===== src/rtl/opsum_glb_writer.sv =====
// opsum_glb_writer: drains packed opsum words into GLB SRAM writes.
// Optional lane ReLU at capture when OPSUM_WRITER_RELU_EN is defined.
//
// Ports:
//   clk, reset          clock, synchronous active-low reset
//   start               job launch pulse (honoured only in IDLE)
//   base_addr           GLB byte address of row 0 / word 0
//   row_stride          byte distance between row bases
//   row_cnt             rows in job (0 = empty job)
//   words_per_row       words per row, 1..4 (0 acts as 1)
//   opsum_ready/data    word presented by the opsum buffer
//   opsum_valid         writer consumes the presented word this cycle
//   glb_stall           GLB cannot take a write this cycle
//   glb_we/addr/wdata   GLB write port
//   busy, done          job status, done is a one-cycle pulse
module opsum_glb_writer #(
  parameter int DATA_W  = 32,
  parameter int ADDR_W  = 32,
  parameter int ROW_NUM = 32
) (
  input  logic              clk,
  input  logic              reset,
  input  logic              start,
  input  logic [ADDR_W-1:0] base_addr,
  input  logic [ADDR_W-1:0] row_stride,
  input  logic [5:0]        row_cnt,
  input  logic [2:0]        words_per_row,
  input  logic              opsum_ready,
  input  logic [DATA_W-1:0] opsum_data,
  output logic              opsum_valid,
  input  logic              glb_stall,
  output logic              glb_we,
  output logic [ADDR_W-1:0] glb_addr,
  output logic [DATA_W-1:0] glb_wdata,
  output logic              busy,
  output logic              done
);

  typedef enum logic [1:0] {
    S_IDLE,
    S_RUN,
    S_DRAIN,
    S_DONE
  } state_t;

  localparam logic [5:0] ROW_MAX = 6'(ROW_NUM);

  state_t            state;
  logic [ADDR_W-1:0] stride_q;
  logic [ADDR_W-1:0] row_base;
  logic [5:0]        row_cnt_q;
  logic [5:0]        wr_row;
  logic [2:0]        wpr_q;
  logic [2:0]        wr_word;

  logic [5:0]        rows_in;
  logic [2:0]        wpr_in;
  logic              cap;
  logic              wr_ok;
  logic              row_end;
  logic              last_word;

  // Clamp the job shape at launch so the counters stay in range.
  assign rows_in = (row_cnt > ROW_MAX) ? ROW_MAX : row_cnt;

  always_comb begin
    wpr_in = words_per_row;
    if (words_per_row == 3'd0)
      wpr_in = 3'd1;
    else if (words_per_row > 3'd4)
      wpr_in = 3'd4;
  end

  // Pull a word whenever OREG is empty or being written this cycle.
  assign opsum_valid = (state == S_RUN) && (!glb_we || !glb_stall);
  assign cap         = opsum_valid && opsum_ready;
  assign wr_ok       = glb_we && !glb_stall;
  assign row_end     = (wr_word == wpr_q - 3'd1);
  assign last_word   = row_end && (wr_row == row_cnt_q - 6'd1);
  assign busy        = (state != S_IDLE);

  function automatic logic [DATA_W-1:0] shape(
    input logic [DATA_W-1:0] d
  );
`ifdef OPSUM_WRITER_RELU_EN
    logic [DATA_W-1:0] r;
    r = d;
    for (int i = 0; i < DATA_W / 16; i++) begin
      if (r[16*i+15])
        r[16*i +: 16] = 16'h0000;
    end
    return r;
`else
    return d;
`endif
  endfunction

  always_ff @(posedge clk) begin
    if (!reset) begin
      state     <= S_IDLE;
      glb_we    <= 1'b0;
      glb_addr  <= '0;
      glb_wdata <= '0;
      done      <= 1'b0;
      stride_q  <= '0;
      row_base  <= '0;
      row_cnt_q <= '0;
      wpr_q     <= '0;
      wr_row    <= '0;
      wr_word   <= '0;
    end else begin
      done <= 1'b0;

      // OREG: a capture reloads it even if the old
      // word completes in the same cycle.
      if (cap) begin
        glb_we    <= 1'b1;
        glb_addr  <= row_base
                   + ADDR_W'({wr_word, 2'b00});
        glb_wdata <= shape(opsum_data);
        if (row_end) begin
          wr_word  <= '0;
          wr_row   <= wr_row + 6'd1;
          row_base <= row_base + stride_q;
        end else begin
          wr_word <= wr_word + 3'd1;
        end
      end else if (wr_ok) begin
        glb_we <= 1'b0;
      end

      unique case (state)
        S_IDLE: begin
          if (start) begin
            if (rows_in == 6'd0) begin
              state <= S_DONE;
            end else begin
              stride_q  <= row_stride;
              row_base  <= base_addr;
              row_cnt_q <= rows_in;
              wpr_q     <= wpr_in;
              wr_row    <= '0;
              wr_word   <= '0;
              state     <= S_RUN;
            end
          end
        end
        S_RUN: begin
          if (cap && last_word)
            state <= S_DRAIN;
        end
        S_DRAIN: begin
          if (wr_ok)
            state <= S_DONE;
        end
        S_DONE: begin
          done  <= 1'b1;
          state <= S_IDLE;
        end
        default: state <= S_IDLE;
      endcase
    end
  end

endmodule

===== config.mk =====
export PLATFORM = sky130hd
export DESIGN_NAME = opsum_glb_writer
export DESIGN_NICKNAME = d
export VERILOG_FILES = /design/src/rtl/opsum_glb_writer.sv
export SDC_FILE = /design/constraint.sdc
export NUM_CORES = 1
export LEC_CHECK = 0
export ABC_AREA = 1
export CORE_MARGIN = 3
export CORE_UTILIZATION = 30
export DETAILED_ROUTE_END_ITERATION = 7
export HOLD_SLACK_MARGIN = 0.05
export PLACE_DENSITY = 0.5
export SLEW_MARGIN = 20
export SYNTH_ARGS = -nofsm -noshare
export SYNTH_HDL_FRONTEND = slang
export SYNTH_SLANG_ARGS = --single-unit

===== constraint.sdc =====
create_clock -name clk -period 1.9 [get_ports clk]
set_input_delay 0.19 -clock clk [delete_from_list [all_inputs] [get_ports clk]]
set_output_delay 0.19 -clock clk [all_outputs]
set_load 0.1 [all_outputs]

==> results of run 1 <==
## state kept, by name, summed over array words and instances (netlist names), 3 cells and up
name	count
row_cnt_q	6
glb_wdata	32
wpr_q	3
row_base	32
wr_word	3
stride_q	32
wr_row	6
glb_addr	32
## area by class of cell
cell class              instances  area [um^2]  share of cell area (%)
clock buffers                  19        442.9                   3.240
clock inverters                13        195.2                   1.428
inverters                     199        763.2                   5.582
multi-input cells            1015         5908                   43.21
flip-flops and latches        150         3027                   22.14
well taps                     390        488.0                   3.569
repair buffers                305         2848                   20.83
## cell usage after synthesis, drive strengths merged, types with 4 or more instances
master    n  share of area, %
nand3    72               4.1
o21bai    9              0.74
xor2     22               2.1
dfxtp   150                33
o21ai    94               5.3
nor3     21               1.3
nand3b    4              0.33
inv     199               8.2
ha       43               5.9
clkbuf   21              0.97
xnor2    17               1.6
nor2    149               6.5
or2       5              0.34
nand4     9              0.62
buf      32               2.0
nand2   414                17
o211ai   18               1.5
o21a      4              0.33
a21oi   117               6.4
## report_power, final
| part | internal [mW] | switching [mW] |
|---|---|---|
| logic | 3.01 | 5.16 |
| clock network | 2.26 | 1.51 |
| registers | 3.82 | 0.617 |
| total | 9.09 | 7.29 |
## metrics by stage
stage | util (%) | setup TNS (ns) | instance area (um^2) | hold slack, ns
global placement | 40.17 | -0.8769 | 11970 | 0.4534
floorplan | - | -0.8901 | 9250 | 0.3283
CTS | 43.15 | -0.2250 | 12860 | 0.1041
finish | 45.88 | -0.4016 | 13670 | 0.1114
detailed placement | 40.17 | -1.316 | 11970 | 0.4583
global route | 45.88 | -3.214 | 13670 | 0.1129
## worst min-delay path by stage
stage                        startpoint             to  depth (start not counted)
final                             reset           done                          3
after global routing              reset       state[1]                          3
after CTS                         reset           done                          3
after detailed placement  glb_wdata[22]  glb_wdata[22]                          2
after global placement    glb_wdata[27]  glb_wdata[27]                          2
after floorplan            base_addr[4]    row_base[4]                          2
## layer usage
metal	vias up	wire, um
li1	5051	-
met1	4417	14510
met2	170	15700
met3	43	1049
met4	0	917
met5	-	0
## critical path: cells and delay by family (launching register included)
kind / cells / cell delay [ns]
and+or+nand+nor: 5 / 0.59
buffers and inverters: 3 / 0.22
DFF: 1 / 0.36
AOI/OAI and AO/OA: 2 / 0.29
adders and majority gates: 2 / 0.49
## timing repair
action | in CTS | in global routing
gates cloned | 2 | 6
hold endpoints to repair | 0 | 0
gates resized for setup | 36 | 141
endpoints found under the setup margin | 44 | 61
pin swaps | 9 | 29
buffers inserted | 5 | 9
## cell families (layout without fill, tap and decap cells)
logic type | count (synthesis) | count (layout) | synth area share, %
buffers and inverters | 252 | 536 | 11.15
AOI/OAI and AO/OA | 252 | 252 | 15.14
adders and majority gates | 45 | 45 | 6.337
DFF | 150 | 150 | 32.92
and+or+nand+nor | 679 | 679 | 30.71
xor gates and xnor gates | 39 | 39 | 3.744
==> flow_summary.json, run 1 <==
{
  "timing.rr.end": "glb_addr[30]",
  "critical_path.slowest_cell": "dfxtp_2",
  "syn2layout_area_growth_pct": 49.87,
  "crit_start": "row_base[2]",
  "p_leak_nw": 6.283,
  "fmax_mhz": 500.1,
  "htree_num_levels": 4,
  "hpwl_mm": 24.14,
  "grt_antenna_before_repair": 1,
  "grt_pass1_vias": 9235,
  "hold_path_class": "primary input to flip-flop",
  "final_cells": 2091,
  "crit_type": "flip-flop to flip-flop",
  "grt.met1_usage_pct": 23.45,
  "die_h_um": 180.4,
  "place_inst": 2038,
  "yosysWarnings": 0,
  "cap_violations": 0,
  "r2r-start": "row_base[2]",
  "gr-usage-met2_pct": 32.77,
  "syn_inst": 1417,
  "start_kind": "flip-flop",
  "cts_tree": "done",
  "cts-root-buf": "clkbuf_16",
  "io-pin-count": 178,
  "worstSkewPairLatency_ns": 0.43,
  "endpoint": "glb_addr[30]",
  "num_rows": 63,
  "grtUsageTotal_pct": 18.76,
  "hold_violations": 0,
  "cp_data_required_time_ns": 2.28,
  "cts_made_buffers": 17,
  "reg2reg_slack_ns": -0.1,
  "cpPeakStageDelay_ns": 0.36,
  "clock_sinks": 150,
  "synth-edff-count": 0,
  "violations": "setup timing",
  "viasPerCell": 4.630,
  "gr-max-usage-layer": "met2",
  "rsz0062_at_grt": "yes",
  "wl_per_cell_um": 15.39,
  "worstPathMaxFanout": 3,
  "clkTransAtPathRegs_ns": 0.07,
  "seq_area_frac_synth_pct": 32.92,
  "grt_pass1_wl_mm": 49.07,
  "die-area_mm2": 0.03254,
  "cpMostUsedCell": "nand2_2",
  "finalWorstSetupSlack_ns": -0.09970,
  "setup_viol": 9,
  "grt.met3_usage_pct": 3.270,
  "finalClockSkew_ns": 0.01555,
  "yosys.cell_types.count": 44,
  "diodes": 0,
  "synth-seq-cells": 150,
  "drtPass1Iterations": 5,
  "p_per_area_mw_per_mm2": 1198,
  "outcome": "complete, but fails checks",
  "die_width_um": 180.4,
  "worstPathCellList": "ha_4 -> inv_2 -> fa_2 -> o21ai_4 -> nand2_2 -> nor2_4 -> buf_12 -> nand2_2 -> or2_0 -> nand3_1 -> o211ai_1 -> inv_1",
  "maxSlewViolCount": 0,
  "fin_crit_ns": 2.000,
  "grt_max_degree": 55,
  "cp.arrival_ns": 2.38,
  "drc_errors": 0,
  "dr_total_vias": 9681,
  "place_ws_ns": -0.09535,
  "synthFlopType": "dfxtp_1",
  "post-route-period-util_pct": 105.2,
  "ant_nets": 0,
  "initial_utilization_pct": 30.62,
  "grt_overflow": 0,
  "worst_pin_slew_ns": 0.4735,
  "final_cell_mix": "377 x nand2_1, 189 x inv_1, 169 x buf_4",
  "synth_area_per_cell_um2": 6.438,
  "clk_path_buf_depth": 2,
  "async_reset_ff_share_pct": 0,
  "drt_iter0_markers": 588,
  "power_mw": 16.38,
  "end_kind": "flip-flop",
  "syn_nets": 1572,
  "nets": 1843,
  "ctsHoldBuffers": 0,
  "slew_headroom_pct": 68.10,
  "fp.coreArea_mm2": 0.02980,
  "final_common_cell": "nand2_1",
  "routabilityCongestion": 0.8781,
  "netlist_area_mm2": 0.009122,
  "ir_drop_v": 0.0007370,
  "rr_worst_depth": 12,
  "io_buffers": 177,
  "fillers": 3112,
  "routed_wl_mm": 32.18,
  "drive_gt1_share_pct": 24.22
}
Note: power is estimated with default switching activity, not from simulation.
==> run 2: changes to the inputs <==
Settings changed: CAP_MARGIN from default to 20.
==> results of run 2 <==
No change in the layout: final DEF, timing and power equal those of run 1.
==> run 3: changes to the inputs <==
Settings changed: CTS_CLUSTER_DIAMETER from default to 80, MAX_ROUTING_LAYER from default to met4.
==> flow_summary.json, run 3 (synthesis gave the netlist of run 1 again) <==
{
  "wl_per_cell_um": 15.43,
  "violations": "setup timing",
  "fin_crit_ns": 1.938,
  "drc_errors": 0,
  "reg2reg_slack_ns": -0.04,
  "routed_wl_mm": 32.22,
  "clk_path_buf_depth": 2,
  "slew_headroom_pct": 61.49,
  "io_buffers": 177,
  "hold_ws_ns": 0.07895,
  "grt_max_degree": 56,
  "setup_viol": 7,
  "cts_made_buffers": 17,
  "cts_tree": "done",
  "drtPass1Iterations": 5,
  "die_h_um": 180.4,
  "cts-root-buf": "clkbuf_16",
  "ir_drop_v": 0.0007369,
  "final_common_cell": "nand2_1",
  "place_area_mm2": 0.01195,
  "clock_sinks": 150,
  "worstSkewPairLatency_ns": 0.43,
  "rsz0062_at_grt": "yes",
  "critPathTopFamily": "adder cells",
  "cpPeakStageDelay_ns": 0.35,
  "p_leak_nw": 6.297,
  "grt_antenna_before_repair": 0,
  "final_util_pct": 46.17,
  "cap_violations": 0,
  "finalWorstSetupSlack_ns": -0.03753,
  "final_cell_mix": "356 x nand2_1, 186 x inv_1, 168 x buf_4",
  "grt_overflow": 0,
  "finalClockSkew_ns": 0.01259,
  "postLayoutCellArea_mm2": 0.01376,
  "fmax_mhz": 516.1,
  "worst_pin_slew_ns": 0.5716,
  "cp.arrival_ns": 2.31,
  "power_mw": 16.27,
  "num_rows": 63,
  "syn2layout_area_growth_pct": 50.79,
  "hold_violations": 0,
  "critical_path.slowest_cell": "dfxtp_2",
  "ant_nets": 0,
  "hold_path_depth": 3,
  "diodes": 0,
  "die_width_um": 180.4,
  "grt_pass1_vias": 9247,
  "ctsHoldBuffers": 0,
  "r2r-start": "wr_word[0]",
  "start_kind": "flip-flop",
  "drt_iter0_markers": 439,
  "grtUsageTotal_pct": 19.50,
  "hold_path_class": "primary input to flip-flop",
  "worstPathMaxFanout": 5,
  "maxSlewViolCount": 0,
  "die-area_mm2": 0.03254,
  "hpwl_mm": 24.22,
  "fp.coreArea_mm2": 0.02980,
  "timing.rr.end": "glb_addr[10]",
  "io-pin-count": 178,
  "viasPerCell": 4.628,
  "path_buf_inv": 4,
  "rr_worst_depth": 11,
  "dr_total_vias": 9663,
  "htree_num_levels": 4,
  "end_kind": "flip-flop",
  "worstPathCellList": "ha_4 -> inv_2 -> fa_2 -> o21ai_4 -> buf_6 -> nand3_4 -> buf_4 -> or2_4 -> nand3_1 -> o211ai_1 -> inv_1",
  "clkTransAtPathRegs_ns": 0.07,
  "routabilityCongestion": 0.8871,
  "initial_utilization_pct": 30.62,
  "nets": 1840,
  "post-route-period-util_pct": 102.0,
  "crit_type": "flip-flop to flip-flop",
  "cp_data_required_time_ns": 2.27,
  "drive_gt1_share_pct": 26.74,
  "min_from": "reset",
  "hold_end": "done",
  "grt_pass1_wl_mm": 49.85,
  "p_per_area_mw_per_mm2": 1183,
  "outcome": "complete, but fails checks"
}
run 3: worst reg2reg max path: stages, from the launching register on:
cell	delay [ns]
dfxtp_2	0.35
ha_4	0.14
inv_2	0.03
fa_2	0.35
o21ai_4	0.18
buf_6	0.13
nand3_4	0.10
buf_4	0.16
or2_4	0.21
nand3_1	0.08
o211ai_1	0.09
inv_1	0.06
run 3: what timing repair did:
item / CTS / global route
setup buffers: 4 / 12
pin swaps: 15 / 60
cloned: 2 / 4
setup endpoints to repair: 41 / 59
resized for setup: 35 / 190
run 3: layout make-up:
type,count,area [um^2]
flip-flops and latches,150,3052
clock inverters,14,142.6
clock buffers,18,439.2
inverters,199,752.0
fillers,3112,16040
repair buffers,302,2829
multi-input cells,1015,6053
well taps,390,488.0
run 3: worst max path at each step:
stage	start	end	cells past startpoint
2_1_floorplan	glb_we	row_base[3]	9
3_3_place_gp	row_base[13]	row_base[29]	9
3_5_place_dp	stride_q[0]	row_base[26]	12
4_1_cts	wr_word[0]	glb_addr[28]	12
5_1_grt	wr_word[0]	glb_addr[28]	12
6_report	wr_word[0]	glb_addr[10]	11
run 3: metal layers:
metal  GRT usage (%)  vias up  routed length, um
met5               -        -                  0
met4           4.268        0                445
met3           2.301       28                958
met2           34.21      156              16140
met1           24.13     4443              14670
li1                -     5036                  -
run 3: power by group:
group	internal [mW]	leakage [nW]	switching, mW
logic	3.07	4.77	5.27
registers	3.85	1.24	0.648
clock network	1.88	0.282	1.55
total	8.80	6.30	7.47
run 3: through the flow:
stage	TNS [ns]	cells	setup WS (ns)
after floorplan	-0.8901	1417	-0.05054
after global placement	-0.7588	2034	-0.1272
after detailed placement	-1.644	2034	-0.1199
after CTS	-0.5186	2072	-0.1107
after global routing	-2.357	2088	-0.1786
final	-0.1297	2088	-0.03753
